--- config.mk ---
export PLATFORM = sky130hd
export DESIGN_NAME = tlb_cam_n_flat
export DESIGN_NICKNAME = d
export VERILOG_FILES = /design/src/rtl/tlb_cam_n_if.sv /design/src/rtl/tlb_cam_n.sv /design/src/flat_wrapper.sv
export SDC_FILE = /design/constraint.sdc
export NUM_CORES = 1
export LEC_CHECK = 0
export ABC_AREA = 1
export CAP_MARGIN = 20
export CORE_AREA = 2 2 310 312
export CTS_CLUSTER_SIZE = 24
export DETAILED_ROUTE_END_ITERATION = 16
export DIE_AREA = 0 0 312 314
export PLACE_DENSITY_LB_ADDON = 0.3
export SYNTH_ARGS = -nofsm -noshare
export SYNTH_HDL_FRONTEND = slang
export SYNTH_SLANG_ARGS = --single-unit
export TNS_END_PERCENT = 5
--- constraint.sdc ---
create_clock -name clock -period 4.68 [get_ports clock]
set_input_delay 0.702 -clock clock [delete_from_list [all_inputs] [get_ports clock]]
set_output_delay 0.702 -clock clock [all_outputs]
set_load 0.05 [all_outputs]
--- src/rtl/tlb_cam_n_if.sv ---
// Lookup, write, Wired/Random and invalidate bundle for one TLB instance.
// The master side is the pipeline stage or control unit; the slave side is the TLB.
interface tlb_cam_n_if #(
  parameter int ENTRIES = 16,
  parameter int VPN_W   = 20,
  parameter int PTE_W   = 24,
  parameter int ASID_W  = 8
);
  localparam int IDX_W = $clog2(ENTRIES);

  logic [VPN_W-1:0]  lk_vpn;
  logic [ASID_W-1:0] lk_asid;
  logic              lk_hit;
  logic              lk_multi;
  logic [IDX_W-1:0]  lk_index;
  logic [PTE_W-1:0]  lk_pte;

  logic              wr_idx_en;
  logic              wr_rnd_en;
  logic [IDX_W-1:0]  wr_index;
  logic [VPN_W-1:0]  wr_vpn;
  logic [ASID_W-1:0] wr_asid;
  logic              wr_g;
  logic [PTE_W-1:0]  wr_pte;

  logic              wired_we;
  logic [IDX_W-1:0]  wired_in;
  logic [IDX_W-1:0]  wired;
  logic [IDX_W-1:0]  random;

  logic              inv_all;
  logic              inv_asid;
  logic [ASID_W-1:0] inv_asid_val;

  modport master (
    output lk_vpn, lk_asid,
    output wr_idx_en, wr_rnd_en, wr_index, wr_vpn, wr_asid, wr_g, wr_pte,
    output wired_we, wired_in,
    output inv_all, inv_asid, inv_asid_val,
    input  lk_hit, lk_multi, lk_index, lk_pte,
    input  wired, random
  );

  modport slave (
    input  lk_vpn, lk_asid,
    input  wr_idx_en, wr_rnd_en, wr_index, wr_vpn, wr_asid, wr_g, wr_pte,
    input  wired_we, wired_in,
    input  inv_all, inv_asid, inv_asid_val,
    output lk_hit, lk_multi, lk_index, lk_pte,
    output wired, random
  );
endinterface

--- src/rtl/tlb_cam_n.sv ---
// Fully-associative TLB with ASID/global tagging, Wired-bounded random
// replacement, bulk and per-ASID invalidation, and multi-hit detection.
// Lookup is combinational and always reflects pre-edge contents.
module tlb_cam_n #(
  parameter int ENTRIES = 16,
  parameter int VPN_W   = 20,
  parameter int PTE_W   = 24,
  parameter int ASID_W  = 8
) (
  input  logic         clock,
  input  logic         resetn,
  tlb_cam_n_if.slave   bus
);
  localparam int IDX_W = $clog2(ENTRIES);
  localparam logic [IDX_W-1:0] LAST = IDX_W'(ENTRIES - 1);
  localparam logic [ENTRIES-1:0] ONE = {{(ENTRIES-1){1'b0}}, 1'b1};

  // Entry payload is not reset; only the valid bits carry meaning after reset.
  logic [VPN_W-1:0]   vpn_q  [ENTRIES];
  logic [ASID_W-1:0]  asid_q [ENTRIES];
  logic [PTE_W-1:0]   pte_q  [ENTRIES];
  logic [ENTRIES-1:0] glob_q;

  logic [ENTRIES-1:0] valid_q, valid_d;
  logic [ENTRIES-1:0] match;
  logic [IDX_W-1:0]   hit_idx;
  logic [IDX_W-1:0]   wired_q, wired_d;
  logic [IDX_W-1:0]   random_q, random_d;
  logic [IDX_W-1:0]   wr_tgt;
  logic               wr_en;

  // Per-entry tag compare; a global entry ignores the ASID.
  always_comb begin
    match = '0;
    for (int i = 0; i < ENTRIES; i++) begin
      match[i] = valid_q[i] && (vpn_q[i] == bus.lk_vpn) &&
                 (glob_q[i] || (asid_q[i] == bus.lk_asid));
    end
  end

  // Priority encode: scanning downward leaves the lowest matching index.
  always_comb begin
    hit_idx = '0;
    for (int i = ENTRIES - 1; i >= 0; i--) begin
      if (match[i]) hit_idx = IDX_W'(i);
    end
  end

  // Clearing the lowest set bit leaves something only when two or more matched.
  assign bus.lk_hit   = |match;
  assign bus.lk_multi = |(match & (match - ONE));
  assign bus.lk_index = hit_idx;
  assign bus.lk_pte   = bus.lk_hit ? pte_q[hit_idx] : '0;

  assign bus.wired  = wired_q;
  assign bus.random = random_q;

  // Indexed write takes precedence; a random write uses the pre-edge victim.
  assign wr_en  = bus.wr_idx_en | bus.wr_rnd_en;
  assign wr_tgt = bus.wr_idx_en ? bus.wr_index : random_q;

  // Random walks down to Wired then wraps to the top; loading Wired restarts it.
  always_comb begin
    wired_d  = wired_q;
    random_d = random_q;
    if (bus.wired_we) begin
      wired_d  = bus.wired_in;
      random_d = LAST;
    end else if (random_q <= wired_q) begin
      random_d = LAST;
    end else begin
      random_d = random_q - 1'b1;
    end
  end

  // Invalidate first, then the write, so a written entry always ends valid.
  always_comb begin
    valid_d = valid_q;
    if (bus.inv_all) begin
      valid_d = '0;
    end else if (bus.inv_asid) begin
      for (int i = 0; i < ENTRIES; i++) begin
        if (!glob_q[i] && (asid_q[i] == bus.inv_asid_val)) valid_d[i] = 1'b0;
      end
    end
    if (wr_en) valid_d[wr_tgt] = 1'b1;
  end

  // Control state: valid bits, Wired and Random.
  always_ff @(posedge clock or negedge resetn) begin
    if (!resetn) begin
      valid_q  <= '0;
      wired_q  <= '0;
      random_q <= LAST;
    end else begin
      valid_q  <= valid_d;
      wired_q  <= wired_d;
      random_q <= random_d;
    end
  end

  // Entry payload storage.
  always_ff @(posedge clock) begin
    if (wr_en) begin
      vpn_q[wr_tgt]  <= bus.wr_vpn;
      asid_q[wr_tgt] <= bus.wr_asid;
      glob_q[wr_tgt] <= bus.wr_g;
      pte_q[wr_tgt]  <= bus.wr_pte;
    end
  end
endmodule

--- src/flat_wrapper.sv ---
// flat-port wrapper written by rule: the top's interface ports become plain ports
module tlb_cam_n_flat 
#(
  parameter int ENTRIES = 16,
  parameter int VPN_W   = 20,
  parameter int PTE_W   = 24,
  parameter int ASID_W  = 8
)
  (clock, resetn, bus_lk_vpn, bus_lk_asid, bus_wr_idx_en, bus_wr_rnd_en, bus_wr_index, bus_wr_vpn, bus_wr_asid, bus_wr_g, bus_wr_pte, bus_wired_we, bus_wired_in, bus_inv_all, bus_inv_asid, bus_inv_asid_val, bus_lk_hit, bus_lk_multi, bus_lk_index, bus_lk_pte, bus_wired, bus_random);
  tlb_cam_n_if #(.ENTRIES(ENTRIES), .VPN_W(VPN_W), .PTE_W(PTE_W), .ASID_W(ASID_W)) bus_i ();
  input  logic clock;
  input  logic resetn;
  input wire logic [$bits(bus_i.lk_vpn)-1:0] bus_lk_vpn;
  input wire logic [$bits(bus_i.lk_asid)-1:0] bus_lk_asid;
  input wire logic [$bits(bus_i.wr_idx_en)-1:0] bus_wr_idx_en;
  input wire logic [$bits(bus_i.wr_rnd_en)-1:0] bus_wr_rnd_en;
  input wire logic [$bits(bus_i.wr_index)-1:0] bus_wr_index;
  input wire logic [$bits(bus_i.wr_vpn)-1:0] bus_wr_vpn;
  input wire logic [$bits(bus_i.wr_asid)-1:0] bus_wr_asid;
  input wire logic [$bits(bus_i.wr_g)-1:0] bus_wr_g;
  input wire logic [$bits(bus_i.wr_pte)-1:0] bus_wr_pte;
  input wire logic [$bits(bus_i.wired_we)-1:0] bus_wired_we;
  input wire logic [$bits(bus_i.wired_in)-1:0] bus_wired_in;
  input wire logic [$bits(bus_i.inv_all)-1:0] bus_inv_all;
  input wire logic [$bits(bus_i.inv_asid)-1:0] bus_inv_asid;
  input wire logic [$bits(bus_i.inv_asid_val)-1:0] bus_inv_asid_val;
  output wire logic [$bits(bus_i.lk_hit)-1:0] bus_lk_hit;
  output wire logic [$bits(bus_i.lk_multi)-1:0] bus_lk_multi;
  output wire logic [$bits(bus_i.lk_index)-1:0] bus_lk_index;
  output wire logic [$bits(bus_i.lk_pte)-1:0] bus_lk_pte;
  output wire logic [$bits(bus_i.wired)-1:0] bus_wired;
  output wire logic [$bits(bus_i.random)-1:0] bus_random;
  assign bus_i.lk_vpn = bus_lk_vpn;
  assign bus_i.lk_asid = bus_lk_asid;
  assign bus_i.wr_idx_en = bus_wr_idx_en;
  assign bus_i.wr_rnd_en = bus_wr_rnd_en;
  assign bus_i.wr_index = bus_wr_index;
  assign bus_i.wr_vpn = bus_wr_vpn;
  assign bus_i.wr_asid = bus_wr_asid;
  assign bus_i.wr_g = bus_wr_g;
  assign bus_i.wr_pte = bus_wr_pte;
  assign bus_i.wired_we = bus_wired_we;
  assign bus_i.wired_in = bus_wired_in;
  assign bus_i.inv_all = bus_inv_all;
  assign bus_i.inv_asid = bus_inv_asid;
  assign bus_i.inv_asid_val = bus_inv_asid_val;
  assign bus_lk_hit = bus_i.lk_hit;
  assign bus_lk_multi = bus_i.lk_multi;
  assign bus_lk_index = bus_i.lk_index;
  assign bus_lk_pte = bus_i.lk_pte;
  assign bus_wired = bus_i.wired;
  assign bus_random = bus_i.random;
  tlb_cam_n #(.ENTRIES(ENTRIES), .VPN_W(VPN_W), .PTE_W(PTE_W), .ASID_W(ASID_W)) u_core (.clock(clock), .resetn(resetn), .bus(bus_i));
endmodule
==> impl_metrics.csv, run 1 <==
group,metric,value,unit
run_status,status,"finished, violations left",
run_status,violations,"setup timing",
final_layout,stdcell_count,6033,
global_route,grt_pass1_wl,211000,um
drt,drtIter0Drc,4480,
yosys,seq_area_frac_synth,0.618,
drt,avgRoutedWirePerCell,24.0,um
clock_tree,clockBufferDepth,3,
die,coreArea,94400,um2
yosys,yosysTopAreaCell,"edfxtp_1",
critical_path,start_kind,"input port",
global_route,grt_max_degree,56,
critical_path,critPathRequiredTime,3.98,ns
timing,setup_viol,24,
clock_tree,cts_hold_buf,0,
yosys,netlist_instances,4109,
yosys,synth_flop_cell,"edfxtp_1",
final_layout,drive_gt1_frac,0.218,
die,die_y,314,um
clock_tree,root_buffer,"clkbuf_16",
final_layout,fin_area,53700,um2
yosys,netlist_area,42200,um2
timing,min_period,4.76,ns
critical_path,worstSetupPathType,"input port to primary output",
global_route,grt_usage,0.291,
die,die_area,98000,um2
placed_design,dpl_cell_area,49100,um2
timing,max_freq,0.210,GHz
timing,final.setup.tns,-1.12,ns
timing,fin_ws,-0.0847,ns
timing,final_max_slew_viol_count,0,
clock_tree,cts_made_buffers,94,
power_and_ir_drop,ir_worst_vdd,0.000250,V
die,die_w,312,um
yosys,syn_nets,4218,
drt,ant_nets,0,
drt,wirelength,145000,um
final_layout,diodes,0,
drt,drc,0,
yosys,yosysWarningCount,0,
yosys,synth_area_leaders,"edfxtp_1, nand2_1, nand3_1, inv_1, xnor2_1",
clock_tree,clk_latency,0.68,ns
power_and_ir_drop,p_leak,21.0,nW
timing,relSlewSlack,0.283,
timing,fin_skew,0.0273,ns
placed_design,gp_congestion,0.971,
yosys,synth.distinct_cells,58,
drt,drtPass1Iterations,6,
die,rows,113,
timing,hold_viol_final,0,
timing,tightest_slew,1.07,ns
clock_tree,path_clk_slew,0.06,ns
critical_path,rrSetupSlack,1.76,ns
global_route,gr-total-overflow,0,
clock_tree,ctsHtreeMaxLevel,3,
drt,routed_via_density,5.68,
critical_path,cp_max_fo,8,
clock_tree,clock_sinks,872,
worst_hold_path,min_path_type,"input port to async pin",
yosys,ys_async_sr_fraction,0.0275,
die,io_pins,142,
die,start_util,0.447,
final_layout,nNetsFinal,4800,
critical_path,cp_data_arrival_time,4.06,ns
run,max-cap-violations,0,
critical_path,cp-end-kind,"primary output",
critical_path,r2r-start,"u_core.bus.random[0]$_DFF_PN1_",
yosys,synth_top_cell_area_share,0.603,
placed_design,place_inst,5804,
clock_tree,tritoncts,"done",
placed_design,numPortBuffers,141,
timing,rsz0062_at_grt,"true",
yosys,synth-seq-cells,872,
timing,finalCritPeriodShare,1.02,
power_and_ir_drop,p_total,17.7,mW
critical_path,reg2reg_to,"u_core.pte_q[7][17]$_DFFE_PP_",
drt,vias,34300,
critical_path,reg2reg_depth,5,
global_route,grt_antenna_before_repair,2,
final_layout,area_growth_syn_to_layout,27.2,%
yosys,synth.avg_cell_area,10.3,um2
placed_design,dp.final_hpwl,93300,um
yosys,synth-edff-count,848,
power_and_ir_drop,powerDensity,329,nW/um2
global_route,first_global_vias,32500,
==> cells in the mapped netlist, drive strengths merged (4+ instances only) <==
master / number
nand2: 987
edfxtp: 848
nand3: 393
inv: 377
nor2: 283
o21ai: 158
buf: 138
xnor2: 121
nand4: 118
or2: 103
o22ai: 90
nand3b: 71
xor2: 60
clkbuf: 56
nor4: 56
nor3: 37
a21oi: 25
a221oi: 21
dfrtp: 20
a211oi: 15
o2111ai: 15
a31o: 14
o211ai: 14
o21a: 12
a2111oi: 9
nor3b: 9
o2111a: 8
or4: 7
clkinv: 5
ha: 5
o41ai: 5
and2: 4
dfstp: 4
o221ai: 4
==> logic make-up after synthesis <==
family | Yosys count | share of synthesized area
buf+inv | 576 | 0.0593
xor+xnor | 181 | 0.0376
fa+ha+maj | 5 | 0.00148
flops | 872 | 0.618
simple gates | 2076 | 0.223
compound gates | 399 | 0.0604
==> layout by cell type (no fill, tap or decap), types with 9 or more instances in the layout <==
cell type and instances:
a221oi_1 19, clkbuf_1 26, nand3b_1 71, clkinv_1 20
o21ai_0 142, buf_6 27, clkdlybuf4s50_1 80, nand2_4 9
nor3_1 35, o211ai_1 14, buf_4 413, edfxtp_1 848
xnor2_1 108, nor2_4 28, o2111ai_1 14, nor3b_1 9
nand3_2 18, or2_2 101, buf_12 105, nor2_2 32
a211oi_1 13, buf_16 10, clkbuf_16 102, inv_2 28
a31o_2 14, dfrtp_1 19, xnor2_2 10, nand2_1 949
nand3_1 370, o22ai_1 90, nand4_1 118, nor2_1 223
inv_1 344, o21a_1 12, a21oi_1 23, nor4_1 46
clkinv_2 17, o21ai_1 15, nand2_2 28, xor2_1 60
==> where the power goes <==
group          switching (mW)  internal [mW]  leakage, nW
clock                    3.14           3.99         1.42
sequential             0.0970           8.80         7.99
combinational            1.04          0.593         11.6
total                    4.27           13.4         21.0
==> per-layer routing <==
| metal | up-vias | global-route usage | part of all wire |
|---|---|---|---|
| met3 | 334 | 0.0458 | 0.099 |
| met4 | 2 | 0.105 | 0.036 |
| met1 | 16500 | 0.409 | 0.41 |
| met5 | - | 0 | 0.000083 |
| li1 | 15500 | - | - |
| met2 | 1934 | 0.460 | 0.46 |
==> what timing repair did <==
action,in CTS,in global routing
pin swaps,44,76
resized for setup,227,80
cloned,8,8
buffers inserted,29,13
endpoints found under the setup margin,27,25
==> critical path, stage by stage <==
cell,delay [ns]
dlygate4sd2_1,0.26
buf_12,0.15
inv_2,0.08
buf_4,0.14
nor2_1,0.04
or4_1,0.54
nor4_2,0.22
nand4_1,0.19
buf_4,0.20
nand2_1,0.06
nand2_1,0.05
nand2_1,0.05
nand2_1,0.07
nand2_2,0.14
buf_12,0.18
buf_12,0.14
clkbuf_16,0.14
nand3_1,0.06
nand3_1,0.08
nand3_1,0.07
nand3_1,0.09
nand2_1,0.09
nor2_4,0.15
buf_12,0.15
==> state kept, by name, summed over array words and instances (netlist names) <==
signal             cells
u_core.pte_q         384
u_core.bus.wired       4
u_core.asid_q        128
u_core.glob_q         16
u_core.bus.random      4
u_core.valid_q        16
u_core.vpn_q         320
==> layout make-up <==
cell class	instances	area, um2
repair buffers	680	7130
well taps	1265	1580
clock buffers	127	2550
multi-input cells	2661	14500
inverters	382	1450
flip-flops and latches	872	26100
fillers	7970	40800
clock inverters	46	358
==> how the worst max path moves through the flow <==
stage                                              start              to  slack, ns
after floorplan                            bus_lk_vpn[0]  bus_lk_pte[14]       0.17
after global placement                     bus_lk_vpn[5]  bus_lk_pte[19]      -0.74
after detailed placement                   bus_lk_vpn[1]  bus_lk_pte[19]      -0.62
after CTS                 u_core.vpn_q[10][10]$_DFFE_PP_   bus_lk_pte[3]      -0.07
after global routing      u_core.asid_q[15][6]$_DFFE_PP_  bus_lk_pte[12]      -0.33
final                                      bus_lk_vpn[8]   bus_lk_pte[6]      -0.08
==> metrics by stage <==
step,utilization,worst slack (ns),hold slack (ns)
floorplan,-,0.173,0.406
global placement,0.519,-0.741,0.479
detailed placement,0.520,-0.622,0.500
CTS,0.563,-0.0714,0.419
global route,0.568,-0.334,0.450
finish,0.568,-0.0847,0.425
Note: power is estimated with default switching activity, not from simulation.
==> run 2: changes to the inputs <==
--- a/config.mk
+++ b/config.mk
@@ -15,4 +15,4 @@
 export SYNTH_ARGS = -nofsm -noshare
 export SYNTH_HDL_FRONTEND = slang
 export SYNTH_SLANG_ARGS = --single-unit
-export TNS_END_PERCENT = 5
+export TNS_END_PERCENT = 1
==> results of run 2 <==
Final layout, timing and power as in run 1 (identical DEF).
